===== src/rtl/int_ctrl.sv =====
// int_ctrl: multi-source interrupt controller.
// Per-source synchronizer, glitch filter and rising-edge pending latch,
// a software enable mask, a fixed-priority arbiter (lowest index wins) and a
// single-level request/acknowledge/return handshake with the CPU.
// All outputs come straight from flops.
module int_ctrl #(
  parameter int N     = 4,
  parameter int VEC_W = 2
) (
  input  logic             CLK,
  input  logic             RESET,
  input  logic [N-1:0]     IRQ,
  input  logic [N-1:0]     MASK,
  input  logic             WMASK,
  input  logic             INTA,
  input  logic             RTI,
  output logic             REQI,
  output logic [VEC_W-1:0] VECTOR,
  output logic [N-1:0]     PEND,
  output logic             BUSY
);

  typedef enum logic [1:0] {
    IDLE    = 2'd0,
    REQ     = 2'd1,
    SERVICE = 2'd2
  } state_t;

  state_t state, state_n;

  // Front end: three sync/filter stages plus the delayed qualified level.
  logic [N-1:0] s1, s2, s3;
  logic [N-1:0] qual, qual_d, rise;

  // Pending latch, enable mask and the eligible set seen by the arbiter.
  logic [N-1:0] pend, pend_n, clr;
  logic [N-1:0] mask;
  logic [N-1:0] elig;

  logic [VEC_W-1:0] sel;
  logic [VEC_W-1:0] vector_n;
  logic             accept;

  // A level is qualified only once it has been seen in two consecutive
  // synchronized samples, so a single-sample high at s2 never qualifies.
  assign qual = s2 & s3;
  assign rise = qual & ~qual_d;
  assign elig = pend & mask;
  assign PEND = pend;

  // Synchronizer chain and filter history for every source.
  always_ff @(posedge CLK) begin
    if (RESET) begin
      s1     <= '0;
      s2     <= '0;
      s3     <= '0;
      qual_d <= '0;
    end else begin
      s1     <= IRQ;
      s2     <= s1;
      s3     <= s2;
      qual_d <= qual;
    end
  end

  // Software-writable enable mask.
  always_ff @(posedge CLK) begin
    if (RESET) begin
      mask <= '0;
    end else if (WMASK) begin
      mask <= MASK;
    end
  end

  // Pending update: a new edge on the same cycle as its acknowledge wins,
  // so the fresh event is not lost.
  always_comb begin
    clr = '0;
    if (accept) begin
      clr[VECTOR] = 1'b1;
    end
    pend_n = (pend & ~clr) | rise;
  end

  // Pending flags register, independent of the mask.
  always_ff @(posedge CLK) begin
    if (RESET) begin
      pend <= '0;
    end else begin
      pend <= pend_n;
    end
  end

  // Fixed-priority arbiter: scan downwards so the lowest set index is left.
  always_comb begin
    sel = '0;
    for (int unsigned i = N; i > 0; i--) begin
      if (elig[i-1]) begin
        sel = VEC_W'(i - 1);
      end
    end
  end

  // Handshake next-state and next-output logic.
  // INTA in REQ is evaluated before the empty-E check so an acknowledge that
  // coincides with a mask write emptying E is still accepted.
  always_comb begin
    state_n  = state;
    vector_n = VECTOR;
    accept   = 1'b0;
    case (state)
      IDLE: begin
        if (|elig) begin
          vector_n = sel;
          state_n  = REQ;
        end
      end
      REQ: begin
        if (INTA) begin
          accept  = 1'b1;
          state_n = SERVICE;
        end else if (~|elig) begin
          state_n = IDLE;
        end else begin
          vector_n = sel;
        end
      end
      SERVICE: begin
        if (RTI) begin
          state_n = IDLE;
        end
      end
      default: begin
        state_n = IDLE;
      end
    endcase
  end

  // State register and registered CPU-facing outputs.
  always_ff @(posedge CLK) begin
    if (RESET) begin
      state  <= IDLE;
      REQI   <= 1'b0;
      BUSY   <= 1'b0;
      VECTOR <= '0;
    end else begin
      state  <= state_n;
      REQI   <= (state_n == REQ);
      BUSY   <= (state_n == SERVICE);
      VECTOR <= vector_n;
    end
  end

endmodule

===== config.mk =====
export PLATFORM = sky130hd
export DESIGN_NAME = int_ctrl
export DESIGN_NICKNAME = d
export VERILOG_FILES = /design/src/rtl/int_ctrl.sv
export SDC_FILE = /design/constraint.sdc
export NUM_CORES = 1
export LEC_CHECK = 0
export ABC_AREA = 1
export CAP_MARGIN = 30
export CORE_MARGIN = 3
export CORE_UTILIZATION = 43
export DETAILED_ROUTE_END_ITERATION = 10
export PLACE_DENSITY = 0.69
export SETUP_SLACK_MARGIN = 0.1
export SYNTH_ARGS = -nofsm -noshare
export SYNTH_HDL_FRONTEND = slang
export SYNTH_SLANG_ARGS = --single-unit

===== constraint.sdc =====
create_clock -name CLK -period 0.8 [get_ports CLK]
set_input_delay 0.24 -clock CLK [delete_from_list [all_inputs] [get_ports CLK]]
set_output_delay 0.24 -clock CLK [all_outputs]
set_load 0.02 [all_outputs]

## Word level (Yosys, flattened, before mapping)

Cells that the tools add are included.

- Register bits after elaboration: 30
- Input port bits: 13
- Word-level logic and storage cells: 46

- Order comparisons: 2
- Eq/ne operators: 5
- Multiplexer cells: 17
- Bitwise logic cells: 7
- Reduce and logical (&&, ||, !) cells: 5

Operator list:

| cell | count |
|---|---|
| $mux 2 | 10 |
| $and 4x4->4 | 4 |
| $not 4->4 | 2 |
| $pmux 2 s3 | 1 |
| $eq 2x1->1 const B | 2 |
| $eq 2x2->1 const B | 2 |
| $mux 4 | 1 |
| $or 4x4->4 | 1 |
| $pmux 2 s2 | 1 |
| $reduce_or 4->1 | 1 |
| $lt 2x3->1 const B | 1 |
| $mux 1 | 3 |
| $demux 1 s2 | 1 |
| $ge 2x1->1 const B | 1 |
| $logic_not 2->1 | 1 |
| $ne 2x2->1 const B | 1 |
| $reduce_and 2->1 | 1 |
| $reduce_bool 2->1 | 1 |
| $logic_and 1x1->1 | 1 |

## Depth between registers and ports, before layout

- Word-level depth: 8
- Mapped depth: 6
- Gate-level depth less buffers: 6

## Least setup slack after synthesis

No wires, ideal clock.

- Kind: register to register
- From: register pend[2], in the netlist PEND[2]
- To: register VECTOR[0]
- Library setup time: 0.113 ns
- Arrival time: 0.847 ns
- Path slack: -0.160 ns
- Cell stages (with the launch flop): 6
- Path buffers: 0
- Clock period less this slack: 0.960 ns
- Cells stage by stage: dfxtp_1 > nand2_1 > nand2_1 > o21ai_1 > nor2_1 > nor2_1

- Cells in the longest elaborated chain, start to end: 7
- Elaborated cells between the ends (all ways): 8
- Those cells by class: mux (6); bitwise (1); reduce/logical (1)

Ends and longest elaborated chain:

| item | line | RTL |
|---|---|---|
| start: declaration | 36 | `logic [N-1:0] pend, pend_n, clr;` |
| start signal: assignment | 90 | `pend <= pend_n;` |
| $and 4x4->4 * | 48 | `assign elig = pend & mask;` |
| $mux 2 (3 in a row) | 98 | `if (elig[i-1]) begin` |
| $mux 2 * | 113, 122 |  |
| $mux 2 | 119 | `if (INTA) begin` |
| $pmux 2 s2 * | 111 | `case (state)` |
| end signal: assignment | 150 | `VECTOR <= vector_n;` |
| end: declaration | 18 | `output logic [VEC_W-1:0] VECTOR,` |

Every way passes the cells marked *; elsewhere a longest branch is shown, timed or not. The select of a mux whose other input is x is not followed.
A chain may end at the register's enable or synchronous reset.

## Worst setup path in the final report

- From: register pend[2], in the netlist PEND[2]
- To: output port PEND[2]

RTL lines:

| item | line | RTL |
|---|---|---|
| end: declaration | 19 | `output logic [N-1:0] PEND,` |

No word-level cell between the ends.

==> flow_summary_export.csv <==
group,metric,value,unit
drt,routedWlPerCell,11.6,µm
sta,timing_hold_violations_final,0,
logic_synthesis,synth_warnings,0,
power,seq_power_share,0.586,
worst_setup_path,worstSetupStartpointType,"register",
worst_setup_path,crit_family,"flip-flops",
place,hpwl,1450,µm
status,violations,"negative setup slack",
power,power_frac_clock,0.352,
cells_and_area,n_fill_cell,175,
cells_and_area,antenna_cells,0,
worst_setup_path,cp_cell_sequence,"buf_6",
sta,setup_ws,-0.249,ns
logic_synthesis,yosysSeqAreaShare,0.602,
worst_setup_path,crit_required,0.56,ns
global_routing,grt_max_degree,13,
logic_synthesis,synth-compound-area-share,0.0789,
sta,tightest_slew,0.212,ns
place,post-place-ws,-0.607,ns
clock_tree,clock_path_buffers,2,
worst_setup_path,slowest_delay,0.36,ns
clock_tree,cts_hold_buffers,0,
floorplanning,die_h,54.2,µm
drt,wl,2140,µm
power,power,2.63,mW
cells_and_area,syn_to_final_growth,51.0,%
power,p_int,2.03,mW
sta,finalSetupTns,-3.29,ns
power,irDropWorstVdd,0.00144,V
sta,max_slew_margin,0.859,
sta,fin_skew,0.00732,ns
clock_tree,root_buffer,"clkbuf_4",
cells_and_area,final_common_cell,"nor2_1",
power,leakagePower,0.721,nW
logic_synthesis,synthCells,123,
logic_synthesis,ys_ff_latch,30,
floorplanning,core.rowCount,16,
logic_synthesis,syn-mean-instance-area,8.12,µm²
drt,vias_per_cell,4.49,
worst_setup_path,crit_path_end_kind,"output pin",
floorplanning,initial_utilization,0.480,
place,io_buffers,20,
worst_setup_path,path_buf_inv,1,
clock_tree,cts_buffers,5,
drt,first_pass_iters,4,
clock_tree,cts_tree,"done",
clock_tree,clk_pin_slew_worst_paths,0.09,ns
status,status,"complete, but fails checks",
sta,rsz0062_at_grt,"true",
power,switchingPower,0.605,mW
place,place_area,1310,µm²
logic_synthesis,synthTopCellsByArea,"dfxtp_1 60%, nor2_1 14%, inv_1 6.8%, nand2_1 5.6%, a21oi_1 3.0%",
clock_tree,insertion_delay,0.32,ns
drt,drc,0,
drt,vias,831,
cells_and_area,design_area,1510,µm²
cells_and_area,fin_cells,185,
logic_synthesis,synth_top_family_by_area,"simple AND/OR/NAND/NOR gates",
sta,holdWs,0.392,ns
power,swShare,0.230,
worst_setup_path,critPathKind,"register to output pin",
logic_synthesis,synth-simple-area-share,0.242,
floorplanning,dieArea,2940,µm²
logic_synthesis,synth_fp_nets,136,
sta,timing.fmax,0.953,GHz
worst_setup_path,crit_slowest_cell,"dfxtp_4",
worst_setup_path,cp.arrival,0.81,ns
sta,setup_viol,18,
logic_synthesis,synth_area,998,µm²
global_routing,track_usage,0.165,
logic_synthesis,synth_fa_ha_area_frac,0,
cells_and_area,final_core_util,0.724,
drt,drtAntennaViolNets,0,
global_routing,overflow,0,
sta,slew_violations,0,
logic_synthesis,synth_top_area_frac,0.602,
min_path,hold_path.class,"input pin to register",
logic_synthesis,yosysTopAreaCell,"dfxtp_1",
floorplanning,top_level_ports,21,
sta,finalCriticalPeriod,1.05,ns
worst_setup_path,cp_max_fo,3,
place,dp_cells,175,
global_routing,antenna_found_initial,0,
job,maxCapViolations,0,
place,gp_congestion,0.860,
floorplanning,die_w,54.2,µm
sta,min_period_over_period,1.31,
logic_synthesis,synth.mux.area_fraction,0,
logic_synthesis,ys_types,14,
drt,first_iter_violations,15,
clock_tree,cts_htree_levels,2,
global_routing,grt_pass1_vias,785,
cells_and_area,final_cell_mix,"36 x nor2_1, 19 x dfxtp_1, 17 x inv_1, 11 x buf_6, 9 x clkdlybuf4s50_1",
power,combPwrFrac,0.061,
cells_and_area,drive_gt1_frac,0.367,
power,power_density,1750,nW/µm²
floorplanning,coreArea,2080,µm²
cells_and_area,final_nets,170,
global_routing,grt_pass1_wl,3350,µm
clock_tree,cts_sinks,30,
logic_synthesis,synth_xor_area_frac,0,
## area by class of cell
cell class	count	area, µm²	share of cell area
multi-input cells	73	432	0.286
repair buffers	29	285	0.189
clock buffers	6	51.3	0.0340
inverters	18	67.6	0.0448
flip-flops and latches	30	627	0.416
clock inverters	2	11.3	0.00747
well taps	27	33.8	0.0224
## worst register-to-register path: cells and delay by family, from the launching register on
| kind | cells | cell delay, ns |
|---|---|---|
| simple gates | 4 | 0.38 |
| flops | 1 | 0.39 |
| compound gates | 1 | 0.13 |
## power by group through the flow
stage / registers [mW] / logic, mW / clock network, mW
floorplan: 1.57 / 0.0615 / 0
detailed placement: 1.58 / 0.155 / 0
global placement: 1.57 / 0.151 / 0
finish: 1.54 / 0.161 / 0.928
global route: 1.55 / 0.180 / 1.01
CTS: 1.54 / 0.158 / 0.956
## kinds of logic after synthesis
kind of cell           count (synthesis)
AO/OA/AOI/OAI                         14
buffers and inverters                 20
flip-flops                            30
AND/OR/NAND/NOR                       59
## timing repair
action | 4_1_cts | 5_1_grt
buffers inserted | 1 | 1
hold endpoints to repair | 0 | 0
pin swaps | 7 | 5
resized for setup | 75 | 7
setup endpoints to repair | 38 | 18
## registers in the layout, indices dropped and copies added (netlist names)
name and count:
PEND 4, mask 4, qual_d 4, s1 4
s2 4, s3 4, VECTOR 2, state 2
BUSY 1, REQI 1
## synth_stat cells
| master | n |
|---|---|
| nand2_1 | 15 |
| nor3b_1 | 1 |
| buf_2 | 2 |
| nand2_2 | 1 |
| a21oi_2 | 1 |
| nor2_4 | 1 |
| nand3_1 | 5 |
| o21ai_1 | 1 |
| o21ai_0 | 4 |
| a21oi_1 | 6 |
| o21a_1 | 2 |
| inv_1 | 18 |
| nor2_1 | 36 |
| dfxtp_1 | 30 |
## path summary, 6_finish.rpt
| path | end | start | cells past startpoint | slack [ns] |
|---|---|---|---|---|
| worst max-delay path | PEND[2] | PEND[2] | 1 | -0.25 |
| worst min register to register | s2[1] | s1[1] | 2 | 0.41 |
| worst min-delay path | mask[0] | WMASK | 3 | 0.39 |
| worst max register to register | PEND[3] | state[0] | 5 | -0.21 |
## per-layer routing
layer  global-route usage  routed length [µm]
met3               0.0582                 122
met1                0.190                 923
met2                0.273                1060
met5                    0                   0
met4               0.0747                  29
No activity file was read; power rests on OpenSTA's default activity.
